$ cat src/rtl/pisp_mem_pkg.sv
// pisp_mem_pkg: shared state encodings, data width and word-align mask for the PISP memory stage.
package pisp_mem_pkg;
  localparam int DW = 32;
  localparam logic [DW-1:0] ALIGN_MASK = {{(DW-2){1'b1}}, 2'b00};
  typedef enum logic [1:0] {
    IDLE = 2'd0,
    REQ  = 2'd1,
    DONE = 2'd2
  } state_t;
endpackage

$ cat src/rtl/mem_timeout_ctr.sv
// mem_timeout_ctr: counts REQ cycles and flags expiry on the LIMIT-th cycle.
module mem_timeout_ctr #(
  parameter int LIMIT = 255
) (
  input  logic clk,
  input  logic rst,
  input  logic clr,
  input  logic en,
  output logic expire
);
  localparam int W = $clog2(LIMIT + 1);
  localparam logic [W-1:0] LAST = W'(LIMIT - 1);
  logic [W-1:0] cnt;
  assign expire = en && (cnt == LAST);
  always_ff @(posedge clk or posedge rst)
    if (rst) cnt <= '0;
    else if (clr) cnt <= '0;
    else if (en) cnt <= cnt + 1'b1;
endmodule

$ cat src/rtl/mem_access_unit.sv
// mem_access_unit: req/ack memory stage owning IR and MDR; MEM_TIMEOUT_EN adds a bus_error timeout.
module mem_access_unit
  import pisp_mem_pkg::*;
#(
  parameter int DW = pisp_mem_pkg::DW,
  parameter int TIMEOUT_CYCLES = 255
) (
  input  logic          clk,
  input  logic          rst,
  input  logic          MemRead,
  input  logic          MemWrite,
  input  logic          IorD,
  input  logic          IRWrite,
  input  logic [DW-1:0] pc,
  input  logic [DW-1:0] alu_out,
  input  logic [DW-1:0] wdata,
  output logic          mem_req,
  output logic          mem_we,
  output logic [DW-1:0] mem_addr,
  output logic [DW-1:0] mem_wdata,
  input  logic [DW-1:0] mem_rdata,
  input  logic          mem_ack,
  output logic [DW-1:0] ir,
  output logic [DW-1:0] mdr,
  output logic          stall,
  output logic          bus_error
);
  state_t state;
  logic irw_q;
  logic start;
  logic expire;
  logic [DW-1:0] sel;
  assign sel = IorD ? alu_out : pc;
  assign start = (state == IDLE) && (MemRead || MemWrite);
  assign mem_req = state == REQ;
  assign stall = start || mem_req;
  always_ff @(posedge clk or posedge rst)
    if (rst) begin
      state <= IDLE;
      mem_we <= 1'b0;
      mem_addr <= '0;
      mem_wdata <= '0;
      irw_q <= 1'b0;
      ir <= '0;
      mdr <= '0;
    end else if (start) begin
      state <= REQ;
      mem_addr <= {sel[DW-1:2], 2'b00};
      mem_we <= MemWrite;
      mem_wdata <= wdata;
      irw_q <= IRWrite;
    end else if (mem_req && mem_ack) begin
      state <= DONE;
      if (!mem_we) begin
        mdr <= mem_rdata;
        if (irw_q) ir <= mem_rdata;
      end
    end else if (mem_req && expire) begin
      state <= DONE;
    end else if (state == DONE) begin
      state <= IDLE;
    end
`ifdef MEM_TIMEOUT_EN
  mem_timeout_ctr #(.LIMIT(TIMEOUT_CYCLES)) u_timeout (
    .clk   (clk),
    .rst   (rst),
    .clr   (start),
    .en    (mem_req),
    .expire(expire)
  );
  always_ff @(posedge clk or posedge rst)
    if (rst) bus_error <= 1'b0;
    else if (mem_req && !mem_ack && expire) bus_error <= 1'b1;
`else
  logic unused_timeout;
  assign unused_timeout = ^TIMEOUT_CYCLES;
  assign expire = 1'b0;
  assign bus_error = 1'b0;
`endif
endmodule
$ cat config.mk
export PLATFORM = sky130hd
export DESIGN_NAME = mem_access_unit
export DESIGN_NICKNAME = d
export VERILOG_FILES = /design/src/rtl/pisp_mem_pkg.sv /design/src/rtl/mem_timeout_ctr.sv /design/src/rtl/mem_access_unit.sv
export SDC_FILE = /design/constraint.sdc
export NUM_CORES = 1
export LEC_CHECK = 0
export ABC_AREA = 1
export CAP_MARGIN = 20
export CORE_ASPECT_RATIO = 1.1
export CORE_MARGIN = 1
export CORE_UTILIZATION = 41
export CTS_CLUSTER_DIAMETER = 60
export DETAILED_ROUTE_END_ITERATION = 10
export PLACE_DENSITY = 0.8
export SLEW_MARGIN = 10
export SYNTH_ARGS = -nofsm -noshare
export SYNTH_HDL_FRONTEND = slang
export SYNTH_HIERARCHICAL = 1
export SYNTH_SLANG_ARGS = --single-unit
$ cat constraint.sdc
create_clock -name clk -period 5.1 [get_ports clk]
set_input_delay 0.51 -clock clk [delete_from_list [all_inputs] [get_ports clk]]
set_output_delay 0.51 -clock clk [all_outputs]
set_load 0.05 [all_outputs]
* Word level (Yosys, flattened, before mapping)
Cells that the tools add are included.
Operators by class: eq/ne operators 2, muxes and demuxes 4, bitwise logic cells 2, reduce and logical (&&, ||, !) cells 8
Operators with widths (count):
- 32-bit 2-to-1 mux | 1
- 2-bit 2-to-1 mux | 3
- 4-bit AND reduction | 1
- 3-bit AND reduction | 1
- 3-bit nonzero test | 1
- 2-bit by 1-bit equality test with 1-bit output, second input constant | 1
- 2-bit equality test, second input constant | 1
- 1-bit logical AND | 2
- 2-bit zero test | 1
- 1-bit logical OR | 2
- 1-bit NOT | 2
Storage, ports and cells: bits in registers 130, bits of input ports 135, output and inout port bits 132, logic and storage cells 23

* Depth between registers and ports, before layout
depth in word-level cells 4, depth in mapped cells 8, depth with buffers taken out 6

* Worst setup path before layout
No wires, ideal clock.
path type in2out, start point input port MemRead, end point output port stall, arrival 1029 ps, required time 4590 ps, setup slack 3561 ps, cell stages on the path 4, buffers on the path 0, cells stage by stage inv_1 > nand2_1 > nand2_1 > nand2_1
On the way: longest elaborated chain between the ends 3
RTL lines:
- start, declared | RTL line mem_access_unit.sv:10 | input logic MemRead,
- 1-bit logical OR | RTL line mem_access_unit.sv:34 | assign start = (state == IDLE) && (MemRead || MemWrite);
- 1-bit logical AND | RTL line mem_access_unit.sv:34
- 1-bit logical OR | RTL line mem_access_unit.sv:36 | assign stall = start || mem_req;
- end, declared | RTL line mem_access_unit.sv:25 | output logic stall,
Every way passes these cells.

* Final worst setup path
start point input port MemWrite, end point output port stall
On the way: longest elaborated chain between the ends 3
RTL lines:
- start, declared | RTL line mem_access_unit.sv:11 | input logic MemWrite,
- 1-bit logical OR | RTL line mem_access_unit.sv:34
- 1-bit logical AND | RTL line mem_access_unit.sv:34
- 1-bit logical OR | RTL line mem_access_unit.sv:36
Every way passes these cells.

==> out/results.ini <==
[run_status]
status = finished, final reports clean

[floorplan]
die_area_um2 = 14400
num_rows = 44
start_util_pct = 42.7
core_um2 = 13400
chipHeight_um = 126
ios = 267
fp.dieW_um = 115

[clock_tree]
clock_latency_ns = 0.41
cts_tree = done
ctsHoldBuffers = 0
clockRootBuffer = clkbuf_16
cts_buffers = 17
clk_pin_slew_worst_paths_ns = 0.06
cts_resized = 0
cts_max_level = 4
post_cts_buffers = 0
cts.sinks = 130
clock_path_buffers = 2

[detailed_routing]
drcViolationCount = 0
vias = 5276
routed_via_density = 4.76
drt_iter0_drc = 354
ant_nets = 0
firstDrtPassIters = 6
finalWirelength_mm = 17.2
avgRoutedWirePerCell_um = 15.5

[sta]
fin_skew_ns = 0.00696
finalCritPeriodShare_pct = 52.2
slew_viol_final = 0
rsz0062_at_grt = no
max_freq_mhz = 376
relSlewSlack_pct = 34.6
fin_crit_ns = 2.66
fin_ws_ns = 2.44
finalSetupViolations = 0
hold_viol = 0
tightest_slew_ns = 0.982
fin_setup_tns_ns = 0

[critical_path]
rr_endpoint = ir[22]
start_kind = primary input
criticalPathCategory = in2out
cp_max_fo = 3
rr_startpoint = state[1]
end_kind = primary output
cp.required_ns = 4.59
cp.arrival_ns = 2.15
reg2reg_slack_ns = 2.66
reg2regPathDepth = 6

[power_and_ir_drop]
p_switching_uw = 3380
switching_share_pct = 48.9
p_int_uw = 3540
power_frac_comb_pct = 55.7
clockPowerShare_pct = 18.4
leakage_uw = 0.00434
seqPwrFrac_pct = 25.9
ir_worst_vdd_mv = 0.426
total_power_uw = 6920
p_per_area_nw_per_um2 = 770

[placement]
place_congestion = 0.766
port_buffers = 259
pre_cts_ws_ns = 2.14
hpwl_mm = 11.4
dpl-instance-area_um2 = 8360

[worst_hold_path]
hold_start = mem_addr[27]
holdPathEnd = mem_addr[27]
holdPathStages = 2
hp-class = reg2reg

[finish]
final_core_util_pct = 67.1
diodes = 0
final_area_um2 = 8980
nets = 1047
drive_gt1_share_pct = 5.08
area_delta_synth_final_pct = 57.0

[synthesis]
yosysWarningCount = 6
muxShareOfSynthArea_pct = 0
synth_xor_xnor_area_share_pct = 0
syn_area_um2 = 5720
ys_seq_area_share_pct = 56.9
yosys.area_share.simple_pct = 22.6
postSynthCellCount = 669
synth_top_family_by_area = simple AND/OR/NAND/NOR gates
synth_top_area_cell = dfrtp_1
ys_ff_latch = 130
ys_types = 23
synthAdderAreaFrac_pct = 0
avgSynthCellArea_um2 = 8.55
synth_area_leaders = dfrtp_1 57%, nand2_1 19%, inv_1 4.5%, o21bai_1 4.2%, o211ai_1 3.9%
synth_compound_area_share_pct = 11.5
synth_top_cell_area_share_pct = 56.9

[job]
maxCapViolations = 0

[grt]
grt_pass1_wl_mm = 27.3
grt_use_total_pct = 24.9
grt_pass1_vias = 5209
overflow = 0
grtUsageMet2_pct = 40.8
top_usage_layer = met2
grt_util_met3_pct = 8.57
globalRouteMet1Util_pct = 30.6
antenna_found_initial = 0
grt_max_degree = 110

-- state kept, by name (all words and copies together) (netlist names) --
register and count:
ir 32, mdr 32, mem_wdata 32, mem_addr 30
state 2, irw_q 1, mem_we 1
-- area by class of cell --
class	count	area [um2]
clock buffer	20	467
clock inverter	12	155
fill	1075	4400
inverter	70	270
multi-input combinational	427	1960
sequential	130	3250
tap	184	230
timing repair buffer	266	2640
-- through the flow --
stage          instances  hold WS [ns]
2_1_floorplan        671         0.504
4_1_cts             1109         0.481
6_report            1109         0.476
3_3_place_gp        1077         0.461
5_1_grt             1109         0.498
3_5_place_dp        1077         0.465
-- critical path: stages --
cell             delay [ns]
clkdlybuf4s50_1        0.48
inv_1                  0.05
nand2_1                0.11
nand2_1                0.08
nand2_1                0.07
clkdlybuf4s50_1        0.84
-- layout by cell type, fill, tap and decap left out, types with 5 or more instances in the layout --
master           Yosys  routed
inv_1               69      68
clkinvlp_4           0       5
o211ai_1            30      30
o21ai_0             32      32
nand2_1            288     287
buf_4               10       7
o21bai_1            32      32
nand3_1             32      32
dfrtp_1            130     130
clkbuf_16            0      17
clkdlybuf4s50_1      0     258
-- metal layers --
layer,wire [um],up-vias,part of all wire [%]
li1,-,2571,-
met1,6940,2457,40
met2,8420,230,49
met3,1560,18,9.1
met4,253,0,1.5
met5,0,-,0
-- how the worst max path moves through the flow --
stage	start	endpoint	slack, ns	depth (start not counted)
6_report	MemWrite	stall	2.44	6
5_1_grt	MemWrite	stall	2.34	6
4_1_cts	MemWrite	stall	2.43	6
3_5_place_dp	mem_ack	ir[25]	2.14	6
3_3_place_gp	mem_ack	ir[22]	2.17	6
2_1_floorplan	rst	ir[0]	1.12	1
-- power by group through the flow --
stage / Combinational [uW] / Sequential, uW / Clock (uW)
floorplan: 879 / 3440 / 0
global placement: 3820 / 1780 / 0
detailed placement: 3870 / 1790 / 0
CTS: 3880 / 1790 / 1300
global route: 4080 / 1840 / 1350
finish: 3850 / 1790 / 1280
-- cells in the mapped netlist --
cell,n
nand2_1,288
dfrtp_1,130
inv_1,69
nand3_1,32
o21ai_0,32
o21bai_1,32
o211ai_1,30
buf_2,17
clkbuf_1,13
buf_4,10
buf_6,3
nor2_1,2
a21boi_0,1
a21boi_2,1
a21o_1,1
buf_1,1
conb_1,1
inv_4,1
nand3_4,1
nand4_1,1
nor2_2,1
nor2_4,1
o21a_1,1
-- logic make-up after synthesis --
group | Yosys count
other cells | 1
compound gates | 98
flops | 130
simple gates | 326
buf+inv | 114
(Power assumes the default switching activity.)
